===== config.mk =====
export PLATFORM = sky130hd
export DESIGN_NAME = dac_update_scheduler
export DESIGN_NICKNAME = d
export VERILOG_FILES = /design/src/rtl/dac_update_scheduler.sv
export SDC_FILE = /design/constraint.sdc
export NUM_CORES = 1
export LEC_CHECK = 0
export BUFFER_PORTS_ARGS = -buffer_cell sky130_fd_sc_hd__buf_2
export CAP_MARGIN = 10
export CORE_ASPECT_RATIO = 0.7
export CORE_UTILIZATION = 40
export CTS_BUF_LIST = sky130_fd_sc_hd__clkbuf_2
export CTS_CLUSTER_DIAMETER = 100
export DETAILED_ROUTE_END_ITERATION = 16
export GPL_TIMING_DRIVEN = 0
export HOLD_SLACK_MARGIN = 0.05
export MAX_ROUTING_LAYER = met4
export PLACE_DENSITY = 0.7
export SETUP_SLACK_MARGIN = 0.05
export SLEW_MARGIN = 20
export SYNTH_ARGS = -nofsm -noshare
export SYNTH_HDL_FRONTEND = slang
export SYNTH_SLANG_ARGS = --single-unit

===== constraint.sdc =====
create_clock -name clk -period 2.4 [get_ports clk]
set_input_delay 0.48 -clock clk [delete_from_list [all_inputs] [get_ports clk]]
set_output_delay 0.48 -clock clk [all_outputs]
set_load 0.01 [all_outputs]

===== src/rtl/dac_update_scheduler.sv =====
// Round-robin scheduler sharing one DAC load path: grant, latch code, load strobe, settle, ack.
// Optional feature macro: DAC_RNM_MON_EN adds a real-valued dac_mon output (simulation builds only).
`ifdef DAC_RNM_MON_EN
`ifndef ANALOG_NET_TYPE
`define ANALOG_NET_TYPE real
`endif
`endif

module dac_update_scheduler #(
    parameter int NUM_REQ    = 4,
    parameter int CODE_W     = 10,
    parameter int SETTLE_CYC = 8
) (
    input  logic                      clk,
    input  logic                      rst,
    input  logic                      en,
    input  logic [NUM_REQ-1:0]        req,
    input  logic [NUM_REQ*CODE_W-1:0] req_code,
    input  logic                      dac_ready,
    output logic [NUM_REQ-1:0]        ack,
    output logic                      busy,
    output logic [CODE_W-1:0]         dac_code,
    output logic                      dac_load
`ifdef DAC_RNM_MON_EN
   ,output `ANALOG_NET_TYPE           dac_mon
`endif
);

    localparam int unsigned N     = NUM_REQ;
    localparam int          SEL_W = (NUM_REQ > 1) ? $clog2(NUM_REQ) : 1;
    localparam int          CNT_W = (SETTLE_CYC > 0) ? $clog2(SETTLE_CYC + 1) : 1;

    typedef enum logic [1:0] {IDLE, LOAD, SETTLE, DONE} state_t;

    state_t           state, state_nx;
    logic [SEL_W-1:0] rr_ptr, sel, win, idx;
    logic [CNT_W-1:0] cnt;
    logic             found, go;

    assign go = en && dac_ready && (|req);

    // First requesting index at or above rr_ptr, wrapping modulo NUM_REQ.
    always_comb begin
        win   = '0;
        idx   = '0;
        found = 1'b0;
        for (int unsigned k = 0; k < N; k++) begin
            idx = SEL_W'((32'(rr_ptr) + k) % N);
            if (!found && req[idx]) begin
                win   = idx;
                found = 1'b1;
            end
        end
    end

    always_ff @(posedge clk or posedge rst) begin
        if (rst) state <= IDLE;
        else     state <= state_nx;
    end

    always_comb begin
        state_nx = state;
        case (state)
            IDLE:    if (go) state_nx = LOAD;
            LOAD:    state_nx = (SETTLE_CYC > 0) ? SETTLE : DONE;
            SETTLE:  if (cnt == CNT_W'(1)) state_nx = DONE;
            DONE:    state_nx = IDLE;
            default: state_nx = IDLE;
        endcase
    end

    always_comb begin
        ack      = '0;
        busy     = (state != IDLE);
        dac_load = (state == LOAD);
        if (state == DONE) ack[sel] = 1'b1;
    end

    always_ff @(posedge clk or posedge rst) begin
        if (rst) begin
            sel      <= '0;
            rr_ptr   <= '0;
            cnt      <= '0;
            dac_code <= '0;
        end else begin
            case (state)
                IDLE: if (go) begin
                    sel      <= win;
                    dac_code <= req_code[win*CODE_W +: CODE_W];
                end
                LOAD:   cnt <= CNT_W'(SETTLE_CYC);
                SETTLE: cnt <= cnt - 1'b1;
                DONE:   rr_ptr <= (sel == SEL_W'(NUM_REQ - 1)) ? '0 : sel + 1'b1;
                default: ;
            endcase
        end
    end

`ifdef DAC_RNM_MON_EN
    localparam real VREF = 1.0;
    real mon_q;

    always_ff @(posedge clk or posedge rst) begin
        if (rst)                 mon_q <= 0.0;
        else if (state == LOAD)  mon_q <= real'(dac_code) * VREF / (2.0 ** CODE_W);
    end

    assign dac_mon = mon_q;
`endif

endmodule


After elaboration in Yosys (flattened, before gate mapping)
Index checks and enable logic that the tools add are counted.
- bits in registers: 20
- output and inout bits: 16
- $add $sub $neg: 5
- multipliers: 1
- order comparisons: 6
- eq/ne operators: 7
- shift-type cells: 1
- muxes and demuxes: 23
- reductions and logical operators: 15
- operator list (operator ; count):
    $shiftx A40 B7 Y10 ; 1
    $lt A2 B3 Y1 const B ; 5
    $mux W2 ; 7
    $bmux W1 S2 ; 4
    $mux W1 ; 8
    $pmux W2 S4 ; 1
    $pmux W4 S2 ; 1
    $eq A2 B2 Y1 const B ; 3
    $logic_and A1 B1 Y1 ; 6
    $mul A2 B3 Y5 const B ; 1
    $add A2 B1 Y2 const B ; 2
    $add A2 B2 Y2 const B ; 2
    $eq A4 B1 Y1 const B ; 1
    $mux W4 ; 1
    $ne A2 B2 Y1 const B ; 2
    $reduce_and A2 Y1 ; 2
    $reduce_bool A2 Y1 ; 2
    $reduce_or A4 Y1 ; 1
    $sub A4 B1 Y4 const B ; 1
    $logic_not A1 Y1 ; 3
    $demux W1 S2 ; 1
    $eq A2 B1 Y1 const B ; 1
    $ge A2 B1 Y1 const B ; 1
    $logic_not A2 Y1 ; 1

Logic depth before layout (Yosys ltp)
Gate-level depths: netlist (run 1).
- depth after elaboration: 14
- gate-level depth with buffers: 7

Worst setup path after synthesis (run 1)
OpenSTA, ideal clock, no wires.
- path kind: input port to flip-flop
- start point: input port req[1]
- end point: register dac_code[0]
- library setup time: 0.099 ns
- arrival time: 1.676 ns
- required time: 2.301 ns
- slack: 0.624 ns
- stages on the path: 6
- path buffers: 1
- path through: or4_1 nand3_1 nor2_1 and2_1 buf_2 a311oi_1
- longest elaborated chain between the ends: 14
- ends and longest elaborated chain (item ; RTL line ; text):
    from (decl) ; 17 ; input logic [NUM_REQ-1:0] req,
    $bmux W1 S2 ; 49 ; if (!found && req[idx]) begin
    $mux W1 (not written as such) ; 49 ;
    $mux W1 ; 49 ;
    $logic_not A1 Y1 ; 49 ;
    $logic_and A1 B1 Y1 ; 49 ;
    $mux W1 ; 49 ;
    $logic_not A1 Y1 ; 49 ;
    $logic_and A1 B1 Y1 ; 49 ;
    $mux W1 ; 49 ;
    $logic_not A1 Y1 ; 49 ;
    $logic_and A1 B1 Y1 ; 49 ;
    $mux W2 ; 49 ;
    $mul A2 B3 Y5 ; 89 ; dac_code <= req_code[win*CODE_W +: CODE_W];
    $shiftx A40 B7 Y10 ; 89 ;
    to (signal assigned) ; 89 ;
    to (decl) ; 22 ; output logic [CODE_W-1:0] dac_code,
Several ways; a longest one is shown, not always the timed one. The select of a mux whose other input is x is not followed.
A chain may end at the register's enable or synchronous reset.

Final worst setup path (run 1)
- start point: register rr_ptr[1]
- end point: register dac_code[4]
- longest elaborated chain between the ends: 14
- ends and longest elaborated chain (item ; RTL line ; text):
    from (decl) ; 36 ; logic [SEL_W-1:0] rr_ptr, sel, win, idx;
    from (signal assigned) ; 93 ; DONE: rr_ptr <= (sel == SEL_W'(NUM_REQ - 1)) ? '0 : sel + 1'b1;
    parallel branches: the longest is 11 deep, another holds $add A2 B1 Y2 ; -- ;
    $mux W2 * ; 49 ;
    $mul A2 B3 Y5 * ; 89 ;
    $shiftx A40 B7 Y10 * ; 89 ;
Every way passes the cells marked *. The select of a mux whose other input is x is not followed.

==> metrics.md, run 1 <==
| Metric | Value |
|---|---|
| Crit path max fanout | 10 |
| Reg-to-Reg End | dac_code[4]$_DFFE_PP0P_ |
| Crit path time final | 1970 ps |
| CTS Sinks | 20 |
| Initial Utilization | 0.425 |
| Chip width | 71.6 microns |
| Vias | 1,414 |
| RSZ-0062 raised after global routing | no |
| Critical Path Source Type | register |
| Slew Limit Fails | 0 |
| Crit path buf inv count | 1 |
| # DRC | 0 |
| Gr ovfl total | 0 |
| Max VDD drop | 0.339 mV |
| Post-Syn Nets | 215 |
| Worst r2r src | rr_ptr[1]$_DFFE_PP0P_ |
| M3 GR Usage | 0.0462 |
| # diodes | 0 |
| Final setup skew | 3.83 ps |
| Fin util | 0.545 |
| Clk slew on worst S/H paths | 200 ps |
| Crit Path Class | reg -> reg |
| Routability cong. | 0.785 |
| Status | finished clean |
| Critical path cell sequence | nand2b_1 > a21oi_1 > or3_4 > clkbuf_1 > nand2_1 > a311oi_1 |
| Cts hold-fix bufs | 0 |
| Core footprint | 3190 sq um |
| Syn Inst Count | 157 |
| CTS tree | yes |
| Internal | 0.930 mW |
| Setup crit end kind | register |
| Most Crowded Layer GR | met2 |
| Switching portion of total power | 0.460 |
| Clock Path Buffers | 2 |
| Cell total after placement | 258 |
| Resized cells post-CTS | 0 |
| Vias per cell | 5.40 |
| Clk_lat worst skew | 320 ps |
| Postcts setup bufs | 0 |
| FF-to-FF path depth | 6 |
| Top-count cell post-synth | nand2_1 |
| Critical Path Source | rr_ptr[1]$_DFFE_PP0P_ |
| IO buf count | 63 |
| All-layer global routing usage | 0.222 |
| Sequential power share | 0.353 |
| Layout cell share with drive strength beyond 1 | 0.326 |
| Pre-Repair DR Iteration Count | 4 |
| DRT Wirelength | 3610 microns |
| Max Cap Violations | 0 |
| Synthesized area per cell | 8.65 sq um |
| Initial antenna violation count | 0 |
| Global routing usage on met1 | 0.313 |
| Synth area leader | dfrtp_1 |
| Placed cell area | 1720 sq um |
| Area Growth Syn to Fin | 28.1% |
| Vert. Die Dim | 50.7 microns |
| Fin area | 1740 sq um |
| Vias in the first global route | 1,342 |
| Ys Warns | 0 |
| CP required | 2630 ps |
| Mapped Area | 1360 sq um |
| Largest net degree at the start of global routing | 21 |
| Synth area leaders | dfrtp_1 37%, ha_1 9.2%, nand2_1 7.7%, a311oi_1 6.5%, nor4b_1 6.5% |
| Power share of the clock group | 0.084 |
| Setup TNS | 0 ps |
| Async S/R FF share, synth | 1.00 |
| Worst slew pin tran | 774 ps |
| Num rows | 17 |
| NetSw | 0.793 mW |
| Post-layout nets | 283 |
| Tightest Hold Check Type | in -> async |
| Wire length per cell | 13.8 microns |
| Pleak | 0.821 nW |
| Comb pwr share | 0.562 |
| Crit path DAT | 2200 ps |
| HPWL after DPL | 2680 microns |
| Tcrit/Tclk final | 0.821 |
| Post-synth EDFFs | 0 |
| Die footprint | 3630 sq um |
| Critical Path Max Stage Delay | 480 ps |
| H-tree depth | 1 |
| Num CTS Buffers | 3 |
| Pwr Density | 991 nW/um^2 |
| Slowest-stage cell, CP | dfrtp_1 |
| First DRT Iteration DRCs | 77 |
| Yosys top cell area share | 0.369 |
| I/O pins | 64 |
| DRT antenna net count | 0 |
| Slew headroom | 0.483 |
| Distinct cells, synth | 27 |
| First-pass GRT wire length | 6030 microns |
| Synth cell count leaders | 28 x nand2_1, 20 x dfrtp_1, 16 x nor2_1 |
| PnR Total Power | 1.72 mW |
| CTS root buffer | clkbuf_2 |
| Synth Register Bits | 20 |
| Fin. Hold Viols | 0 |
| # setup viols final | 0 |
| Max Clk Rate | 508 MHz |
| Fin cells | 262 |
| Routing usage on met2 | 0.335 |
| Crit-path leading delay family | compound AO/OA/AOI/OAI gates |
| Setup slack, reg-to-reg | 430 ps |
| Synth Flop Type | dfrtp_1 |
| Register area share after synthesis | 0.369 |
-- power groups by stage --
| stage | combinational [mW] | clock [mW] | sequential (mW) |
|---|---|---|---|
| finish | 0.969 | 0.146 | 0.609 |
| global route | 1.11 | 0.162 | 0.632 |
| CTS | 0.967 | 0.148 | 0.608 |
| detailed placement | 0.969 | 0 | 0.612 |
| global placement | 0.951 | 0 | 0.616 |
| floorplan | 0.628 | 0 | 0.634 |
-- worst reg2reg max path: cells and delay by family (launching register included) --
family | cells | cell delay [ps]
buffers and inverters | 1 | 370
flip-flops | 1 | 480
AND/OR/NAND/NOR | 3 | 470
AO/OA/AOI/OAI | 2 | 570
-- worst max-delay path by stage --
stage | cells after the start | to
6_report | 6 | dac_code[4]$_DFFE_PP0P_
5_1_grt | 6 | dac_code[7]$_DFFE_PP0P_
4_1_cts | 6 | dac_code[4]$_DFFE_PP0P_
3_5_place_dp | 6 | dac_code[4]$_DFFE_PP0P_
3_3_place_gp | 6 | dac_code[4]$_DFFE_PP0P_
2_1_floorplan | 6 | dac_code[0]$_DFFE_PP0P_
-- metrics by stage --
step | setup slack, ps | hold WS (ps)
2_1_floorplan | 624 | 444
3_5_place_dp | 293 | 524
4_1_cts | 434 | 295
5_1_grt | 255 | 302
3_3_place_gp | 336 | 527
6_report | 431 | 252
-- metal layers --
| metal | vias up | wire [microns] |
|---|---|---|
| li1 | 708 | - |
| met2 | 68 | 1520 |
| met1 | 636 | 1800 |
| met5 | - | 0 |
| met3 | 2 | 282 |
| met4 | 0 | 7 |
-- flip-flops by register name, summed over array words and instances, names as in the netlist --
name	cells
cnt	4
sel	2
rr_ptr	2
dac_code	10
state	2
-- cells by family (layout without fill, tap and decap cells) --
kind of cell	Yosys count	count (layout)	share of synthesized area
adders and majority gates	10	10	0.0922
AOI/OAI and AO/OA	36	36	0.199
and+or+nand+nor	68	68	0.254
buffers and inverters	20	87	0.0627
muxes	3	3	0.0230
DFF	20	20	0.369
-- cell usage in the layout (no fill, tap or decap) --
cell / synthesis / layout
o22ai_1: 3 / 3
or3_4: 1 / 1
clkbuf_1: 7 / 7
nor3_1: 1 / 1
o21ai_0: 6 / 6
a21oi_1: 5 / 5
nand2_1: 28 / 28
buf_2: 2 / 65
ha_1: 10 / 10
clkinv_1: 0 / 1
mux2i_1: 2 / 2
nor2_1: 16 / 16
nor4b_1: 10 / 10
a2111oi_0: 9 / 9
inv_1: 10 / 10
a311oi_1: 10 / 10
nor3_2: 1 / 1
clkbuf_2: 0 / 3
mux2_2: 1 / 1
a22oi_1: 1 / 1
o21a_1: 1 / 1
nand2b_1: 1 / 1
dfrtp_1: 20 / 20
nand4_1: 1 / 1
or4_1: 1 / 1
and2_1: 5 / 5
nand3_1: 3 / 3
a2111oi_2: 1 / 1
buf_6: 1 / 1
-- area by class of cell --
cell class / instances / area [sq um]
clock inverters: 1 / 3.75
inverters: 10 / 37.5
well taps: 38 / 47.5
repair buffers: 63 / 315
clock buffers: 3 / 15.0
flip-flops and latches: 20 / 500
plain buffers: 10 / 47.5
fillers: 316 / 1450
multi-input cells: 117 / 772
Power figures use the tool's default switching activity.
==> run 2, diff against run 1 <==
Settings changed: ABC_AREA from default to 1, PLACE_DENSITY 0.7 to 0.71.
Clock period 2.4 ns to 1.7 ns, I/O delays scaled along.
==> run 2 against run 1 <==
  * The flow now finishes with violations (negative setup slack)
  * Setup slack got worse by 570 ps
  * Synthesized area rose by 13%
  * Hold slack got worse by 170 ps
  * Cell count increased by 39%
  * Wire length is 44% higher
  * Clock skew is 12 ps higher
  * Critical path type unchanged
  * Largest power group unchanged
==> metrics.md, run 2 <==
| Metric | Value |
|---|---|
| Setup ws final | -143 ps (-574 ps) |
| Crit path max fanout | 7 (-3) |
| Failing checks | negative setup slack |
| Vias in the first global route | 1,590 (+18%) |
| Num CTS Buffers | 3 (unchanged) |
| Registers with the most flip-flops | dac_code: 10 flops, cnt: 4 flops |
| Area Growth Syn to Fin | 66.2% |
| Chip width | 76.1 microns (+6.3%) |
| Filler Cells Inserted | 287 (-9.2%) |
| Comb pwr share | 0.786 (+0.224) |
| Sequential power share | 0.150 (-0.203) |
| Synthesized area per cell | 6.63 sq um (-23%) |
| Post-layout nets | 372 (+31%) |
| Wire length per cell | 14.3 microns (+3.8%) |
| Clk_lat worst skew | 350 ps (+30 ps) |
| Register area share after synthesis | 0.325 (-0.0435) |
| Vias per cell | 5.16 (-4.4%) |
| Core footprint | 3600 sq um (+13%) |
| CTS Sinks | 20 (unchanged) |
| Slew headroom | 0.480 (-0.00325) |
| Setup slack at placement | -116 ps (-409 ps) |
| Yosys top cell area share | 0.325 (-0.0435) |
| Setup slack, reg-to-reg | -140 ps (-570 ps) |
| HPWL after DPL | 3110 microns (+16%) |
| Synth area leader | dfrtp_1 |
| Syn Inst Count | 232 (+48%) |
| Max Cap Violations | 0 (unchanged) |
| Setup crit end kind | register |
| Synth Register Bits | 20 (unchanged) |
| CTS tree | yes |
| Crit path DAT | 2130 ps (-70 ps) |
| Commonest non-fill, non-tap cell in the layout | buf_2 |
| Pleak | 1.36 nW (+65%) |
| Crit Path Class | reg -> reg |
| Largest register FFs | 10 (unchanged) |
| Tightest Hold Check Type | in -> async |
| Pre-Repair DR Iteration Count | 4 (unchanged) |
| Switching portion of total power | 0.505 (+0.0446) |
| Final setup skew | 15.5 ps (+11.7 ps) |
| Most frequent cells in the layout | 64 x buf_2, 45 x nand2_1, 31 x nand2_2 |
| # DRC | 0 (unchanged) |
| Critical Path Source Type | register |
| Layout cell share with drive strength beyond 1 | 0.578 (+0.252) |
| Initial antenna violation count | 0 (unchanged) |
| Max VDD drop | 1.45 mV (+330%) |
| Internal | 2.85 mW (+210%) |
| CTS root buffer | clkbuf_2 |
| Placed cell area | 1920 sq um (+11%) |
| Routability cong. | 0.827 (+5.4%) |
| Synth cell count leaders | 80 x nand2_1, 55 x nand3_1, 25 x inv_1 |
| H-tree depth | 1 (unchanged) |
| Cts hold-fix bufs | 0 (unchanged) |
| Fin. Hold Viols | 0 (unchanged) |
| Mapped Area | 1540 sq um (+13%) |
| Vias | 1,873 (+32%) |
| Crit path time final | 1840 ps (-126 ps) |
| Pwr Density | 2250 nW/um^2 (+130%) |
| RSZ-0062 raised after global routing | yes |
| Distinct cells, synth | 25 (-7.4%) |
| Status | finished with violations |
| Ys Warns | 0 (unchanged) |
| DRT antenna net count | 0 (unchanged) |
| Slew Limit Fails | 0 (unchanged) |
| Top-count cell post-synth | nand2_1 |
| NetSw | 2.91 mW (+270%) |
| Num rows | 18 (+1) |
| Tcrit/Tclk final | 1.08 (+0.264) |
| Clk slew on worst S/H paths | 220 ps (+20 ps) |
| WHS | 78.7 ps (-174 ps) |
| Post-Syn Nets | 290 (+35%) |
| Largest net degree at the start of global routing | 21 (unchanged) |
| Async S/R FF share, synth | 1.00 (unchanged) |
| Initial Utilization | 0.427 (+0.00159) |
| First DRT Iteration DRCs | 79 (+2.6%) |
| IO buf count | 63 (unchanged) |
| DRT Wirelength | 5200 microns (+44%) |
| I/O pins | 64 (unchanged) |
| # diodes | 0 (unchanged) |
| # setup viols final | 12 (+12) |
| First-pass GRT wire length | 7510 microns (+25%) |
| Vert. Die Dim | 53.9 microns (+6.2%) |
| Power share of the clock group | 0.065 (-0.019) |
| Gr ovfl total | 0 (unchanged) |
| CP required | 1980 ps (-650 ps) |
| Post-synth EDFFs | 0 (unchanged) |
| Die footprint | 4100 sq um (+13%) |
| Worst slew pin tran | 779 ps (+4.88 ps) |
| Fin area | 2560 sq um (+47%) |
| Synth area leaders | dfrtp_1 33%, nand2_1 20%, nand3_1 18%, ha_1 8.1%, inv_1 6.1% |
| Fin util | 0.710 (+0.165) |
| All-layer global routing usage | 0.250 (+0.0283) |
| Synth Flop Type | dfrtp_1 |
| Clock Path Buffers | 2 (unchanged) |
| Max Clk Rate | 542 MHz (+6.8%) |
| Most flops, register | dac_code |
## run 2: cell types whose count changed after synthesis, moves of 4 or more
cell | previous run | this run
inv_1 | 10 | 25
nor2_1 | 16 | 4
nand2_1 | 28 | 80
a311oi_1 | 10 | 0
clkbuf_1 | 7 | 2
nand3_1 | 3 | 55
a2111oi_0 | 9 | 0
nor4b_1 | 10 | 0
and2_1 | 5 | 1
## run 2: logic make-up after synthesis
family,count (synthesis),synth area share
flops,20,0.325
fa+ha+maj,10,0.0813
compound gates,13,0.0480
simple gates,151,0.436
buf+inv,38,0.110
## run 2: worst paths after layout
| path | startpoint | end | depth (start not counted) |
|---|---|---|---|
| max | rr_ptr[0]$_DFFE_PP0P_ | dac_code[4]$_DFFE_PP0P_ | 15 |
| min | rst | cnt[1]$_DFFE_PP0P_ | 2 |
| max reg2reg | rr_ptr[0]$_DFFE_PP0P_ | dac_code[4]$_DFFE_PP0P_ | 15 |
| min reg2reg | dac_code[0]$_DFFE_PP0P_ | dac_code[0]$_DFFE_PP0P_ | 2 |
| max in group asynchronous | rst | sel[0]$_DFFE_PP0P_ | 2 |
| min in group clk | req_code[17] | dac_code[7]$_DFFE_PP0P_ | 5 |
## run 2: timing repair
action / in CTS / in global routing
pin swaps: 18 / 26
resized for setup: 71 / 58
buffers inserted: 4 / 4
cloned: 4 / 2
endpoints found under the setup margin: 16 / 18
## run 2: cell type report
class / instances / area, sq um / share of cell area
multi-input cells: 174 / 1250 / 0.489
repair inverters: 1 / 6.26 / 0.00245
plain buffers: 10 / 119 / 0.0465
well taps: 50 / 62.6 / 0.0245
repair buffers: 76 / 452 / 0.177
inverters: 28 / 120 / 0.0470
clock inverters: 1 / 30.0 / 0.0117
flip-flops and latches: 20 / 502 / 0.196
clock buffers: 3 / 15.0 / 0.00587
## run 2: per-layer routing
| layer | routed length, microns | GRT usage | vias up |
|---|---|---|---|
| met5 | 0 | - | - |
| met4 | 65 | 0.0705 | 0 |
| met3 | 323 | 0.0542 | 9 |
| met2 | 2460 | 0.388 | 69 |
| met1 | 2350 | 0.334 | 883 |
| li1 | - | - | 912 |
## run 2: worst max-delay path, stage by stage, from the launching register on
cell	delay (ps)
dfrtp_1	440
buf_6	150
inv_8	80
nand2_2	50
nand2_2	80
nand2_2	70
nand2_4	100
inv_4	40
nand4_1	80
nand2_2	80
nor2_4	120
buf_12	140
buf_12	140
nand3_2	80
nand3_2	70
nand2_1	50
## run 2: power groups by stage
stage	Sequential, mW	Clock, mW	Combinational (mW)
3_5_place_dp	0.839	0	2.53
6_report	0.864	0.372	4.53
3_3_place_gp	0.842	0	2.49
2_1_floorplan	0.865	0	1.85
4_1_cts	0.844	0.370	3.36
5_1_grt	0.889	0.388	4.88
## run 2: stage by stage
stage               setup TNS (ps)  std cells  total power [mW]
floorplan                        0        232              2.72
global placement              -732        345              3.33
detailed placement            -949        345              3.37
CTS                           -344        357              4.57
global route                 -2420        363              6.15
finish                       -1300        363              5.76
